### config.mk
export PLATFORM = sky130hd
export DESIGN_NAME = operand_fetch_flat
export DESIGN_NICKNAME = d
export VERILOG_FILES = /design/src/rtl/operand_fetch_pkg.sv /design/src/rtl/operand_fetch_if.sv /design/src/rtl/operand_fetch_scoreboard.sv /design/src/rtl/operand_fetch.sv /design/src/flat_wrapper.sv
export SDC_FILE = /design/constraint.sdc
export NUM_CORES = 1
export LEC_CHECK = 0
export CORE_ASPECT_RATIO = 0.75
export CORE_UTILIZATION = 39
export CTS_BUF_LIST = sky130_fd_sc_hd__clkbuf_4 sky130_fd_sc_hd__clkbuf_8 sky130_fd_sc_hd__clkbuf_16
export DETAILED_ROUTE_END_ITERATION = 10
export GPL_TIMING_DRIVEN = 0
export PLACE_DENSITY = 0.82
export SLEW_MARGIN = 20
export SYNTH_ARGS = -nofsm -noshare
export SYNTH_HDL_FRONTEND = slang
export SYNTH_SLANG_ARGS = --single-unit
### constraint.sdc
create_clock -name clock -period 3.06 [get_ports clock]
set_input_delay 0.459 -clock clock [delete_from_list [all_inputs] [get_ports clock]]
set_output_delay 0.459 -clock clock [all_outputs]
set_load 0.02 [all_outputs]
### src/rtl/operand_fetch_pkg.sv
// Shared CPU constants and types used by operand fetch and the register file.
package operand_fetch_pkg;

    localparam int unsigned CPU_WORD_SIZE = 18;
    localparam int unsigned CPU_REG_COUNT = 8;
    localparam int unsigned CPU_REG_AW    = 3;

    typedef logic [CPU_REG_AW-1:0] reg_addr_t;

endpackage

### src/rtl/operand_fetch_if.sv
// Operand-fetch bus: decoded-instruction input, register-file read port,
// writeback snoop, registered output stage and scoreboard visibility.
interface operand_fetch_if
    import operand_fetch_pkg::*;
#(
    parameter int unsigned WORD_SIZE = CPU_WORD_SIZE,
    parameter int unsigned REG_COUNT = CPU_REG_COUNT
) ();

    logic                 in_valid;
    logic                 in_ready;
    reg_addr_t            in_src0;
    reg_addr_t            in_src1;
    logic                 in_use0;
    logic                 in_use1;
    reg_addr_t            in_dst;
    logic                 in_dst_we;

    reg_addr_t            rf_addr0;
    reg_addr_t            rf_addr1;
    logic [WORD_SIZE-1:0] rf_data0;
    logic [WORD_SIZE-1:0] rf_data1;

    logic                 wb_valid;
    reg_addr_t            wb_addr;
    logic [WORD_SIZE-1:0] wb_data;

    logic                 out_valid;
    logic                 out_ready;
    logic [WORD_SIZE-1:0] out_op0;
    logic [WORD_SIZE-1:0] out_op1;
    reg_addr_t            out_dst;
    logic                 out_dst_we;

    logic [REG_COUNT-1:0] pending;

    // Environment side: decoder, register file, writeback and consumer.
    modport master (
        output in_valid, in_src0, in_src1, in_use0, in_use1, in_dst, in_dst_we,
        input  in_ready,
        input  rf_addr0, rf_addr1,
        output rf_data0, rf_data1,
        output wb_valid, wb_addr, wb_data,
        input  out_valid, out_op0, out_op1, out_dst, out_dst_we,
        output out_ready,
        input  pending
    );

    // Operand-fetch stage side.
    modport slave (
        input  in_valid, in_src0, in_src1, in_use0, in_use1, in_dst, in_dst_we,
        output in_ready,
        output rf_addr0, rf_addr1,
        input  rf_data0, rf_data1,
        input  wb_valid, wb_addr, wb_data,
        output out_valid, out_op0, out_op1, out_dst, out_dst_we,
        input  out_ready,
        output pending
    );

endinterface

### src/rtl/operand_fetch_scoreboard.sv
// Pending-write scoreboard: one bit per register with an issued, unretired
// write, plus hazard lookup for two sources and one destination.
module op_scoreboard
    import operand_fetch_pkg::*;
#(
    parameter int unsigned REG_COUNT = CPU_REG_COUNT
) (
    input  logic                 clock,
    input  logic                 reset,
    input  logic                 i_set,
    input  reg_addr_t            i_set_addr,
    input  logic                 i_clr,
    input  reg_addr_t            i_clr_addr,
    input  reg_addr_t            i_src0,
    input  logic                 i_use0,
    input  reg_addr_t            i_src1,
    input  logic                 i_use1,
    input  reg_addr_t            i_dst,
    input  logic                 i_dst_we,
    output logic                 o_haz_src0,
    output logic                 o_haz_src1,
    output logic                 o_haz_dst,
    output logic [REG_COUNT-1:0] o_pending
);

    logic [REG_COUNT-1:0] r_pending;
    logic [REG_COUNT-1:0] w_pending_next;

    // A writeback in the same cycle retires the pending write, so it
    // resolves the hazard it would otherwise cause.
    assign o_haz_src0 = i_use0 && r_pending[i_src0]
                        && !(i_clr && (i_clr_addr == i_src0));
    assign o_haz_src1 = i_use1 && r_pending[i_src1]
                        && !(i_clr && (i_clr_addr == i_src1));
    assign o_haz_dst  = i_dst_we && r_pending[i_dst]
                        && !(i_clr && (i_clr_addr == i_dst));

    assign o_pending = r_pending;

    // Next pending vector: clear applied first so a same-register set wins.
    always_comb begin
        w_pending_next = r_pending;
        if (i_clr) begin
            w_pending_next[i_clr_addr] = 1'b0;
        end
        if (i_set) begin
            w_pending_next[i_set_addr] = 1'b1;
        end
    end

    // Pending register with synchronous reset.
    always_ff @(posedge clock) begin
        if (reset) begin
            r_pending <= '0;
        end else begin
            r_pending <= w_pending_next;
        end
    end

endmodule

### src/rtl/operand_fetch.sv
// Operand fetch stage: reads sources with writeback bypass, stalls on RAW/WAW
// hazards against the scoreboard, and registers operands for the next stage.
module operand_fetch
    import operand_fetch_pkg::*;
#(
    parameter int unsigned WORD_SIZE = CPU_WORD_SIZE,
    parameter int unsigned REG_COUNT = CPU_REG_COUNT
) (
    input  logic              clock,
    input  logic              reset,
    operand_fetch_if.slave    bus
);

    logic                 w_haz_src0;
    logic                 w_haz_src1;
    logic                 w_haz_dst;
    logic                 w_in_ready;
    logic                 w_accept;
    logic [WORD_SIZE-1:0] w_op0;
    logic [WORD_SIZE-1:0] w_op1;
    logic [REG_COUNT-1:0] w_pending;

    logic                 r_out_valid;
    logic [WORD_SIZE-1:0] r_out_op0;
    logic [WORD_SIZE-1:0] r_out_op1;
    reg_addr_t            r_out_dst;
    logic                 r_out_dst_we;

    op_scoreboard #(
        .REG_COUNT (REG_COUNT)
    ) u_scoreboard (
        .clock      (clock),
        .reset      (reset),
        .i_set      (w_accept && bus.in_dst_we),
        .i_set_addr (bus.in_dst),
        .i_clr      (bus.wb_valid),
        .i_clr_addr (bus.wb_addr),
        .i_src0     (bus.in_src0),
        .i_use0     (bus.in_use0),
        .i_src1     (bus.in_src1),
        .i_use1     (bus.in_use1),
        .i_dst      (bus.in_dst),
        .i_dst_we   (bus.in_dst_we),
        .o_haz_src0 (w_haz_src0),
        .o_haz_src1 (w_haz_src1),
        .o_haz_dst  (w_haz_dst),
        .o_pending  (w_pending)
    );

    assign bus.rf_addr0 = bus.in_src0;
    assign bus.rf_addr1 = bus.in_src1;

    assign w_in_ready = !reset && !w_haz_src0 && !w_haz_src1 && !w_haz_dst
                        && (!r_out_valid || bus.out_ready);
    assign w_accept   = bus.in_valid && w_in_ready;

    // Operand select: bypass the writeback only for a source actually read,
    // so unused sources stay the plain register-file value.
    always_comb begin
        w_op0 = bus.rf_data0;
        w_op1 = bus.rf_data1;
        if (bus.in_use0 && bus.wb_valid && (bus.wb_addr == bus.in_src0)) begin
            w_op0 = bus.wb_data;
        end
        if (bus.in_use1 && bus.wb_valid && (bus.wb_addr == bus.in_src1)) begin
            w_op1 = bus.wb_data;
        end
    end

    // Output stage: load on acceptance, drop valid once consumed, hold on stall.
    always_ff @(posedge clock) begin
        if (reset) begin
            r_out_valid  <= 1'b0;
            r_out_op0    <= '0;
            r_out_op1    <= '0;
            r_out_dst    <= '0;
            r_out_dst_we <= 1'b0;
        end else if (w_accept) begin
            r_out_valid  <= 1'b1;
            r_out_op0    <= w_op0;
            r_out_op1    <= w_op1;
            r_out_dst    <= bus.in_dst;
            r_out_dst_we <= bus.in_dst_we;
        end else if (bus.out_ready) begin
            r_out_valid  <= 1'b0;
        end
    end

    assign bus.in_ready   = w_in_ready;
    assign bus.out_valid  = r_out_valid;
    assign bus.out_op0    = r_out_op0;
    assign bus.out_op1    = r_out_op1;
    assign bus.out_dst    = r_out_dst;
    assign bus.out_dst_we = r_out_dst_we;
    assign bus.pending    = w_pending;

endmodule
### src/flat_wrapper.sv
// flat-port wrapper written by rule: the top's interface ports become plain ports
module operand_fetch_flat import operand_fetch_pkg::*;
#(
    parameter int unsigned WORD_SIZE = CPU_WORD_SIZE,
    parameter int unsigned REG_COUNT = CPU_REG_COUNT
)
  (clock, reset, bus_in_valid, bus_in_src0, bus_in_src1, bus_in_use0, bus_in_use1, bus_in_dst, bus_in_dst_we, bus_in_ready, bus_rf_addr0, bus_rf_addr1, bus_rf_data0, bus_rf_data1, bus_wb_valid, bus_wb_addr, bus_wb_data, bus_out_valid, bus_out_op0, bus_out_op1, bus_out_dst, bus_out_dst_we, bus_out_ready, bus_pending);
  operand_fetch_if #(.WORD_SIZE(WORD_SIZE), .REG_COUNT(REG_COUNT)) bus_i ();
  input  logic clock;
  input  logic reset;
  input wire logic [$bits(bus_i.in_valid)-1:0] bus_in_valid;
  input wire logic [$bits(bus_i.in_src0)-1:0] bus_in_src0;
  input wire logic [$bits(bus_i.in_src1)-1:0] bus_in_src1;
  input wire logic [$bits(bus_i.in_use0)-1:0] bus_in_use0;
  input wire logic [$bits(bus_i.in_use1)-1:0] bus_in_use1;
  input wire logic [$bits(bus_i.in_dst)-1:0] bus_in_dst;
  input wire logic [$bits(bus_i.in_dst_we)-1:0] bus_in_dst_we;
  output wire logic [$bits(bus_i.in_ready)-1:0] bus_in_ready;
  output wire logic [$bits(bus_i.rf_addr0)-1:0] bus_rf_addr0;
  output wire logic [$bits(bus_i.rf_addr1)-1:0] bus_rf_addr1;
  input wire logic [$bits(bus_i.rf_data0)-1:0] bus_rf_data0;
  input wire logic [$bits(bus_i.rf_data1)-1:0] bus_rf_data1;
  input wire logic [$bits(bus_i.wb_valid)-1:0] bus_wb_valid;
  input wire logic [$bits(bus_i.wb_addr)-1:0] bus_wb_addr;
  input wire logic [$bits(bus_i.wb_data)-1:0] bus_wb_data;
  output wire logic [$bits(bus_i.out_valid)-1:0] bus_out_valid;
  output wire logic [$bits(bus_i.out_op0)-1:0] bus_out_op0;
  output wire logic [$bits(bus_i.out_op1)-1:0] bus_out_op1;
  output wire logic [$bits(bus_i.out_dst)-1:0] bus_out_dst;
  output wire logic [$bits(bus_i.out_dst_we)-1:0] bus_out_dst_we;
  input wire logic [$bits(bus_i.out_ready)-1:0] bus_out_ready;
  output wire logic [$bits(bus_i.pending)-1:0] bus_pending;
  assign bus_i.in_valid = bus_in_valid;
  assign bus_i.in_src0 = bus_in_src0;
  assign bus_i.in_src1 = bus_in_src1;
  assign bus_i.in_use0 = bus_in_use0;
  assign bus_i.in_use1 = bus_in_use1;
  assign bus_i.in_dst = bus_in_dst;
  assign bus_i.in_dst_we = bus_in_dst_we;
  assign bus_in_ready = bus_i.in_ready;
  assign bus_rf_addr0 = bus_i.rf_addr0;
  assign bus_rf_addr1 = bus_i.rf_addr1;
  assign bus_i.rf_data0 = bus_rf_data0;
  assign bus_i.rf_data1 = bus_rf_data1;
  assign bus_i.wb_valid = bus_wb_valid;
  assign bus_i.wb_addr = bus_wb_addr;
  assign bus_i.wb_data = bus_wb_data;
  assign bus_out_valid = bus_i.out_valid;
  assign bus_out_op0 = bus_i.out_op0;
  assign bus_out_op1 = bus_i.out_op1;
  assign bus_out_dst = bus_i.out_dst;
  assign bus_out_dst_we = bus_i.out_dst_we;
  assign bus_i.out_ready = bus_out_ready;
  assign bus_pending = bus_i.pending;
  operand_fetch #(.WORD_SIZE(WORD_SIZE), .REG_COUNT(REG_COUNT)) u_core (.clock(clock), .reset(reset), .bus(bus_i));
endmodule
* After elaboration in Yosys (flattened, before gate mapping)
Index checks and enable logic that the tools add are counted.
** Word-level totals
- Bits in registers :: 49
- Input bits :: 74
** Cells by class
- Muxes and demuxes :: 16
- Magnitude comparators :: 6
- Reductions and logical operators :: 31
- Bitwise operators :: 3
- Eq/ne operators :: 3
** Operator list (number)
- $mux W18 :: 2
- $logic_and A1 B1 Y1 :: 21
- $lt A3 B4 Y1 const B :: 4
- $mux W8 :: 2
- $bmux W1 S3 :: 3
- $eq A3 B3 Y1 :: 3
- $and A8 B8 Y8 :: 1
- $logic_not A1 Y1 :: 8
- $not A8 Y8 :: 1
- $or A8 B8 Y8 :: 1
- $mux W1 :: 7
- $demux W1 S3 :: 2
- $ge A3 B1 Y1 const B :: 2
- $reduce_bool A2 Y1 :: 1
- $logic_or A1 B1 Y1 :: 1

* Logic depth before layout (Yosys ltp)
Gate-level depths: netlist of run 1.
- Word-level depth :: 12
- Gate-level depth with buffers :: 9
- Gate-level depth less buffers :: 6

* Cells and area by module
Synthesis of run 1 repeated with hierarchy kept, for this count alone.
** Second synthesis, totals
- Cell total of the unflattened synthesis :: 312
- Area total of the unflattened synthesis :: 2717.6 um^2
** By module, submodules not included
- operand_fetch :: instances 1, area each 2023.2 um^2, cells an instance 223
- op_scoreboard :: instances 1, area each 694.4 um^2, cells an instance 89

* Least setup slack after synthesis of run 1
No wires, ideal clock.
- Kind :: input to output
- From :: input bus_in_dst[2]
- To :: output bus_in_ready
- Required time :: 2.601 ns
- Path buffers :: 3
- Data arrival time :: 1.842 ns
- Stages on the path :: 7
- Slack :: 0.759 ns
- Cell sequence :: buf_2 > mux2i_1 > o32ai_1 > o311ai_1 > nor4b_2 > buf_6 > buf_4
** Between the ends
- Word-level cells in the longest chain between the ends :: 7
- Elaborated cells between the ends (all ways) :: 10
** Ends and longest elaborated chain
- start: declaration :: RTL line flat_wrapper.sv:16 : input wire logic [$bits(bus_i.in_dst)-1:0] bus_in_dst;
- $bmux W1 S3 or $eq A3 B3 Y1 (tied branches) :: RTL line operand_fetch_scoreboard.sv:35, operand_fetch_scoreboard.sv:36
- $mux W1 (not written as such) or $logic_and A1 B1 Y1 (tied branches) :: RTL line operand_fetch_scoreboard.sv:35, operand_fetch_scoreboard.sv:36
- $logic_and A1 B1 Y1 or $logic_not A1 Y1 (tied branches) :: RTL line operand_fetch_scoreboard.sv:35, operand_fetch_scoreboard.sv:36
- $logic_and A1 B1 Y1 * :: RTL line operand_fetch_scoreboard.sv:36 : && !(i_clr && (i_clr_addr == i_dst));
- $logic_not A1 Y1 * :: RTL line operand_fetch.sv:53 : assign w_in_ready = !reset && !w_haz_src0 && !w_haz_src1 && !w_haz_dst
- $logic_and A1 B1 Y1 * :: RTL line operand_fetch.sv:53
- $logic_and A1 B1 Y1 * :: RTL line operand_fetch.sv:54 : && (!r_out_valid || bus.out_ready);
- end: declaration :: RTL line flat_wrapper.sv:18 : output wire logic [$bits(bus_i.in_ready)-1:0] bus_in_ready;
Every way passes the cells marked *; elsewhere a longest branch is shown, timed or not. The select of a mux whose other input is x is not followed.

* Worst setup path after layout of run 1
- From :: input bus_in_dst[0]
- To :: output bus_in_ready
The elaborated chain is that of the path after synthesis.

==> summary.md, run 1 <==
| Metric | Value |
|---|---|
| Layout cell share with drive strength beyond 1 | `between 20 and 30%` |
| Post-synth EDFFs | `0` |
| Hold Path Class | `register to register` |
| Synth area leaders | `dfxtp_1 31%, a311oi_2 16%, mux2i_1 13%, a21oi_2 9.1%, buf_12 2.5%` |
| CP max FO | `11` |
| # clock sinks | `49` |
| First-pass DRT Iterations | `4` |
| Arr. time, crit path | `~2.4 ns` |
| Core Footprint | `7880 µm²` |
| Hold Buf Count CTS | `0` |
| Die area | `~8500 µm²` |
| Final std cells w/o fill | `between 500 and 600` |
| Row Count | `28` |
| CTS tree | `done` |
| Yosys cell types | `40` |
| Initial core utilization | `between 40 and 50%` |
| Leakage | `~1.8 nW` |
| FMAX | `~0.35 GHz` |
| Largest net degree at the start of global routing | `16` |
| Yosys reg bits | `49` |
| Vias/cell | `about 5.5` |
| Post-Synthesis Cell Area | `roughly 3200 µm²` |
| Final instance area | `between 4000 and 5000 µm²` |
| Hold path cells | `2` |
| Main synth FF type | `dfxtp_1` |
| RSZ-0062 raised after global routing | `false` |
| Wirelength per Cell | `approximately 18 µm` |
| Slew Limit Fails | `0` |
| CP required | `2.60 ns` |
| IO Port Bufs | `roughly 120` |
| Post-Syn Area per Cell | `roughly 11 µm²` |
| Max-capacitance violation count | `0` |
| P per Cell Area | `approximately 370 nW/µm²` |
| Outcome | `completed` |
| Worst path cell trace | `clkdlybuf4s50_1 > mux2i_1 > o32ai_1 > o311ai_1 > nor4b_4 > buf_6 > buf_4` |
| Crit. End Element | `primary output` |
| Total track usage | `a little under a quarter` |
| Worst-skew pair later-pin latency | `approximately 0.3 ns` |
| Layout area overhead | `45.8%` |
| Clk slew on worst S/H paths | `~0.10 ns` |
| I/O pin count | `between 100 and 150` |
| Synth Net Count | `~370` |
| CTS Root Cell | `clkbuf_8` |
| Grt ovf | `0` |
| Setup crit start kind | `primary input` |
| H-tree level count | `2` |
| Total wire length | `a little under 10000 µm` |
| Slowest-stage cell, CP | `clkdlybuf4s50_1` |
| Crit share post-route | `92.6%` |
| Cts bufs inserted | `5` |
| Worst path max stage delay | `between 0.5 and 0.6 ns` |
| Min Clock Period, post-route | `around 2.8 ns` |
| Ant. Diodes | `0` |
| Finish-stage setup viols | `0` |
| Total negative setup slack | `0 ns` |
| Placed Area | `4530 µm²` |
| Nets | `496` |
| Vias in the first global route | `between 2000 and 3000` |
| First-pass GRT wire length | `15300 µm` |
| Slew margin rel. | `45.3%` |
| Commonest non-fill, non-tap cells in the layout | `120 x clkdlybuf4s50_1, 49 x dfxtp_1, 40 x mux2i_1` |
| Final number of hold-violating endpoints | `0` |
| Post-synthesis sequential area ratio | `a little under a third` |
| Total chip power | `about 1.7 mW` |
| Initial antenna violation count | `0` |
| R2R depth | `9` |
| ANT nets after route | `0` |
| Slew @ Worst Pin | `0.820 ns` |
| Most common cell after layout, fill and taps aside | `clkdlybuf4s50_1` |
| Asr flop ratio synth | `0%` |
| Placed cells | `520` |
| DRT iter0 DRCs | `134` |
| Layout Skew | `around 0.0086 ns` |
| Share of the synthesized area in the top cell type | `between 30 and 40%` |
| Die Y | `80.1 µm` |
| Post-synth top area cell | `dfxtp_1` |
| GPL Wtd Cong | `approximately 0.86` |
| Yosys warning count | `0` |
| Die Span X | `approximately 110 µm` |
| Post-detailed-route DRC marker count | `0` |
| Final HPWL DP | `approximately 7500 µm` |
| Clock tree buffer depth | `2` |
| Via count of the routed design | `about 2900` |
| Worst vdd ir | `around 230 µV` |
| Gate count of the mapped netlist | `about 290` |
| Worst Path Class, Setup | `primary input to primary output` |
## routing by layer
metal	track usage, %	vias up	routed length [µm]
li1	-	1375	-
met1	30.7	1416	4530
met2	36.9	119	4310
met3	5.11	14	696
met4	6.81	0	193
met5	0	-	0
## cell usage after synthesis (all sizes together), types with 2 or more instances
| master | number |
|---|---|
| nand3b | 8 |
| buf | 27 |
| nand2b | 7 |
| nor4 | 2 |
| or4 | 4 |
| clkbuf | 10 |
| and4 | 2 |
| nand4 | 2 |
| mux2i | 40 |
| nor2b | 7 |
| mux2 | 9 |
| a21oi | 39 |
| a311oi | 36 |
| o21ai | 3 |
| nand3 | 5 |
| nand2 | 14 |
| o22ai | 4 |
| dfxtp | 49 |
| o31ai | 4 |
| nor2 | 3 |
| xnor2 | 9 |
## state kept, by name (all words and copies together) (netlist names)
| register | count |
|---|---|
| u_core.bus.out_dst | 3 |
| u_core.bus.out_op1 | 18 |
| u_core.bus.out_valid | 1 |
| u_core.bus.out_op0 | 18 |
| u_core.u_scoreboard.o_pending | 8 |
| u_core.bus.out_dst_we | 1 |
## cell type report
class	instances	area, µm²
plain buffers	37	302
clock buffers	5	68.8
clock inverters	3	17.5
fillers	683	3250
inverters	1	3.75
multi-input cells	205	1900
flip-flops and latches	49	981
well taps	105	131
repair buffers	123	1220
## stage by stage
step	utilization (%)	worst slack [ns]	hold slack [ns]
2_1_floorplan	-	0.759	0.550
3_3_place_gp	57.4	-0.649	0.465
3_5_place_dp	57.4	-0.666	0.481
4_1_cts	58.9	0.0243	0.496
5_1_grt	58.7	0.128	0.538
6_report	58.7	0.227	0.490
## path summary, 6_finish.rpt
path	startpoint	endpoint	slack (ns)
worst max-delay path	bus_in_dst[0]	bus_in_ready	0.23
worst min-delay path	u_core.bus.out_dst[2]	u_core.bus.out_dst[2]	0.49
worst max register to register	u_core.u_scoreboard.o_pending[7]	u_core.bus.out_op1[1]	0.64
worst min register to register	u_core.bus.out_dst[2]	u_core.bus.out_dst[2]	0.49
## repair_timing
action,4_1_cts,5_1_grt
setup endpoints to repair,1,1
gates resized for setup,8,3
gates cloned,0,0
buffers inserted,1,0
pin swaps,1,1
## logic make-up after synthesis
logic type             share of synthesized area [%]
multiplexers                                    15.9
buffers and inverters                           9.74
flip-flops                                      30.9
AO/OA/AOI/OAI                                   29.8
AND/OR/NAND/NOR                                 11.1
XOR/XNOR                                        2.48
## critical path: cells and delay by family
family | cells | cell delay [ns]
muxes | 1 | 0.22
and+or+nand+nor | 1 | 0.31
AOI/OAI and AO/OA | 2 | 0.45
buffers and inverters | 3 | 0.92
## report_power, final
part	leakage [nW]	switching [mW]	internal (mW)
Clock	0.0439	0.221	0.158
Combinational	1.32	0.297	0.303
Sequential	0.401	0.0303	0.681
Note: power is estimated with default switching activity, not from simulation.
==> run 2: changes to the inputs <==
--- a/config.mk
+++ b/config.mk
@@ -6,11 +6,11 @@
 export NUM_CORES = 1
 export LEC_CHECK = 0
 export CORE_ASPECT_RATIO = 0.75
-export CORE_UTILIZATION = 39
+export CORE_UTILIZATION = 46
 export CTS_BUF_LIST = sky130_fd_sc_hd__clkbuf_4 sky130_fd_sc_hd__clkbuf_8 sky130_fd_sc_hd__clkbuf_16
 export DETAILED_ROUTE_END_ITERATION = 10
 export GPL_TIMING_DRIVEN = 0
-export PLACE_DENSITY = 0.82
+export PLACE_DENSITY = 0.85
 export SLEW_MARGIN = 20
 export SYNTH_ARGS = -nofsm -noshare
 export SYNTH_HDL_FRONTEND = slang
==> run 2 against run 1 <==
  * The flow now finishes with violations (design-rule violations)
  * Core utilization grew 13 points
  * Wire length shrank 1.3%
  * Largest power group unchanged
  * Cell count shrank 4.5%
  * Critical path depth is the same
  * Combinational power is essentially flat
  * Worst setup slack lost 0.026 ns
  * Cell area is essentially flat
  * Non-clock buffer count is the same
==> summary.md, run 2 (synthesis gave the netlist of run 1 again) <==
| Metric | Value |
|---|---|
| Die Span X | `97.9 µm (was 106 µm)` |
| R2R depth | `9 (unchanged)` |
| Grt ovf | `0 (unchanged)` |
| Slew Limit Fails | `0 (unchanged)` |
| Hold Path Class | `register to register (unchanged)` |
| Hold slack final | `0.517 ns (was 0.490 ns)` |
| Total wire length | `9600 µm (was 9730 µm)` |
| Worst vdd ir | `221 µV (was 228 µV)` |
| Crit. End Element | `primary output (unchanged)` |
| Initial antenna violation count | `0 (unchanged)` |
| Initial core utilization | `49.0% (was 40.3%)` |
| CTS tree | `done (unchanged)` |
| Fillers | `493 (was 683)` |
| Total chip power | `1.73 mW (was 1.69 mW)` |
| Arr. time, crit path | `2.40 ns (was 2.37 ns)` |
| Multi-input logic area | `1910 µm² (was 1900 µm²)` |
| Total negative setup slack | `0 ns (unchanged)` |
| Layout cell share with drive strength beyond 1 | `27.4% (was 27.0%)` |
| Seq pwr share | `41.0% (was 42.0%)` |
| CP required | `2.60 ns (about the same)` |
| Die Y | `73.9 µm (was 80.1 µm)` |
| Hold path cells | `2 (unchanged)` |
| Clk network pwr share | `24.3% (was 22.5%)` |
| CP max FO | `11 (unchanged)` |
| Finish-stage setup viols | `0 (unchanged)` |
| Slew margin rel. | `49.5% (was 45.3%)` |
| Commonest non-fill, non-tap cells in the layout | `119 x clkdlybuf4s50_1, 49 x dfxtp_1, 40 x mux2i_1 (was 120 x clkdlybuf4s50_1, 49 x dfxtp_1, 40 x mux2i_1)` |
| Largest net degree at the start of global routing | `19 (was 16)` |
| Cts bufs inserted | `5 (unchanged)` |
| FMAX | `0.350 GHz (was 0.353 GHz)` |
| P per Cell Area | `375 nW/µm² (was 365 nW/µm²)` |
| Pint | `1.16 mW (was 1.14 mW)` |
| Layout area overhead | `45.8% (about the same)` |
| Hold Buf Count CTS | `0 (unchanged)` |
| Most common cell after layout, fill and taps aside | `clkdlybuf4s50_1 (unchanged)` |
| Worst Path Class, Setup | `primary input to primary output (unchanged)` |
| Hold_sp | `u_core.bus.out_valid (was u_core.bus.out_dst[2])` |
| Post-detailed-route DRC marker count | `10 (was 0)` |
| H-tree level count | `2 (unchanged)` |
| Psw | `0.578 mW (was 0.549 mW)` |
| Outcome | `finished with violations (was completed)` |
| I/O pin count | `130 (unchanged)` |
| Row Count | `25 (was 28)` |
| Worst Setup SP | `bus_in_dst[0] (unchanged)` |
| GPL Wtd Cong | `0.876 (was 0.860)` |
| Failing checks | `design-rule violations` |
| Total track usage | `25.6% (was 23.0%)` |
| Core Footprint | `6470 µm² (was 7880 µm²)` |
| Final HPWL DP | `7250 µm (was 7480 µm)` |
| CTS Root Cell | `clkbuf_8 (unchanged)` |
| # clock sinks | `49 (unchanged)` |
| Reg2Reg Launch Point | `u_core.u_scoreboard.o_pending[0] (was u_core.u_scoreboard.o_pending[7])` |
| IO Port Bufs | `122 (unchanged)` |
| First-pass DRT Iterations | `11 (was 4)` |
| Slew @ Worst Pin | `0.757 ns (was 0.820 ns)` |
| Via count of the routed design | `2945 (was 2924)` |
| Clk slew on worst S/H paths | `0.11 ns (was 0.10 ns)` |
| Leakage | `1.79 nW (was 1.77 nW)` |
| Die area | `7240 µm² (was 8510 µm²)` |
| DRT iter0 DRCs | `243 (was 134)` |
| Ant. Diodes | `0 (unchanged)` |
| Layout Skew | `0.0155 ns (was 0.00855 ns)` |
| Min Clock Period, post-route | `2.86 ns (was 2.83 ns)` |
| Register area | `981 µm² (unchanged)` |
| Wirelength per Cell | `19.0 µm (was 18.4 µm)` |
| Worst-skew pair later-pin latency | `0.31 ns (was 0.30 ns)` |
| Combinational Power Share | `34.6% (was 35.5%)` |
| Setup crit start kind | `primary input (unchanged)` |
| Clock tree buffer depth | `2 (unchanged)` |
| ANT nets after route | `0 (unchanged)` |
| Crit share post-route | `93.4% (was 92.6%)` |
| Max-capacitance violation count | `0 (unchanged)` |
| First-pass GRT wire length | `14400 µm (was 15300 µm)` |
| Nets | `496 (unchanged)` |
| Vias/cell | `5.84 (was 5.54)` |
| Sw frac | `33.3% (was 32.5%)` |
| Vias in the first global route | `2655 (was 2920)` |
| Final number of hold-violating endpoints | `0 (unchanged)` |
| RSZ-0062 raised after global routing | `false (unchanged)` |
-- run 2: cell count changes in the layout (fill, tap and decap cells not counted), sizes merged --
cell,delta
buf,-1
clkdlybuf4s15,+1
clkdlybuf4s50,-1
clkinv,-1
clkinvlp,-1
dlymetal6s2s,+1
inv,+2
-- run 2: final timing paths --
check | slack [ns] | to
worst max register to register | 0.67 | u_core.bus.out_op1[2]
worst min register to register | 0.52 | u_core.bus.out_valid
worst min-delay path | 0.52 | u_core.bus.out_valid
worst max-delay path | 0.20 | bus_in_ready
-- run 2: power groups by stage --
stage	logic [mW]	clock network [mW]	registers, mW
floorplan	0.293	0	0.774
global placement	0.584	0	0.724
detailed placement	0.593	0	0.725
CTS	0.599	0.427	0.711
global route	0.632	0.456	0.716
finish	0.600	0.422	0.711
-- run 2: what timing repair did --
| item | CTS | global route |
|---|---|---|
| setup buffers | 1 | 0 |
| gates resized for setup | 7 | 5 |
| setup endpoints to repair | 1 | 1 |
-- run 2: worst max-delay path, cell delays in order --
cell and delay [ns]:
clkdlybuf4s50_1 0.54, mux2i_1 0.21, o32ai_1 0.10, o311ai_1 0.30, nor4b_4 0.29, buf_6 0.22
clkdlybuf4s15_2 0.28
-- run 2: cell type report --
| type | instances | share of cell area [%] |
|---|---|---|
| timing repair buffer | 123 | 26.6 |
| clock buffer | 5 | 1.49 |
| multi-input combinational | 205 | 41.3 |
| clock inverter | 3 | 0.622 |
| tap | 81 | 2.19 |
| buffer | 37 | 6.52 |
| sequential | 49 | 21.2 |
| inverter | 1 | 0.0811 |
-- run 2: per-layer routing --
layer	wire, µm	share of wire [%]	vias up	track usage, %
met2	4380	46	120	41.5
met5	0	0	-	0
li1	-	-	1378	-
met3	728	7.6	4	5.26
met4	48	0.50	0	4.88
met1	4440	46	1443	35.9
-- run 2: per-stage QoR --
step	util, %	cell area [µm²]	std cells	setup WS, ns
after floorplan	-	3170	293	0.759
after global placement	69.4	4500	496	-0.584
after detailed placement	69.4	4500	496	-0.628
after CTS	71.3	4610	505	0.0507
after global routing	71.5	4630	504	0.130
final	71.5	4630	504	0.200
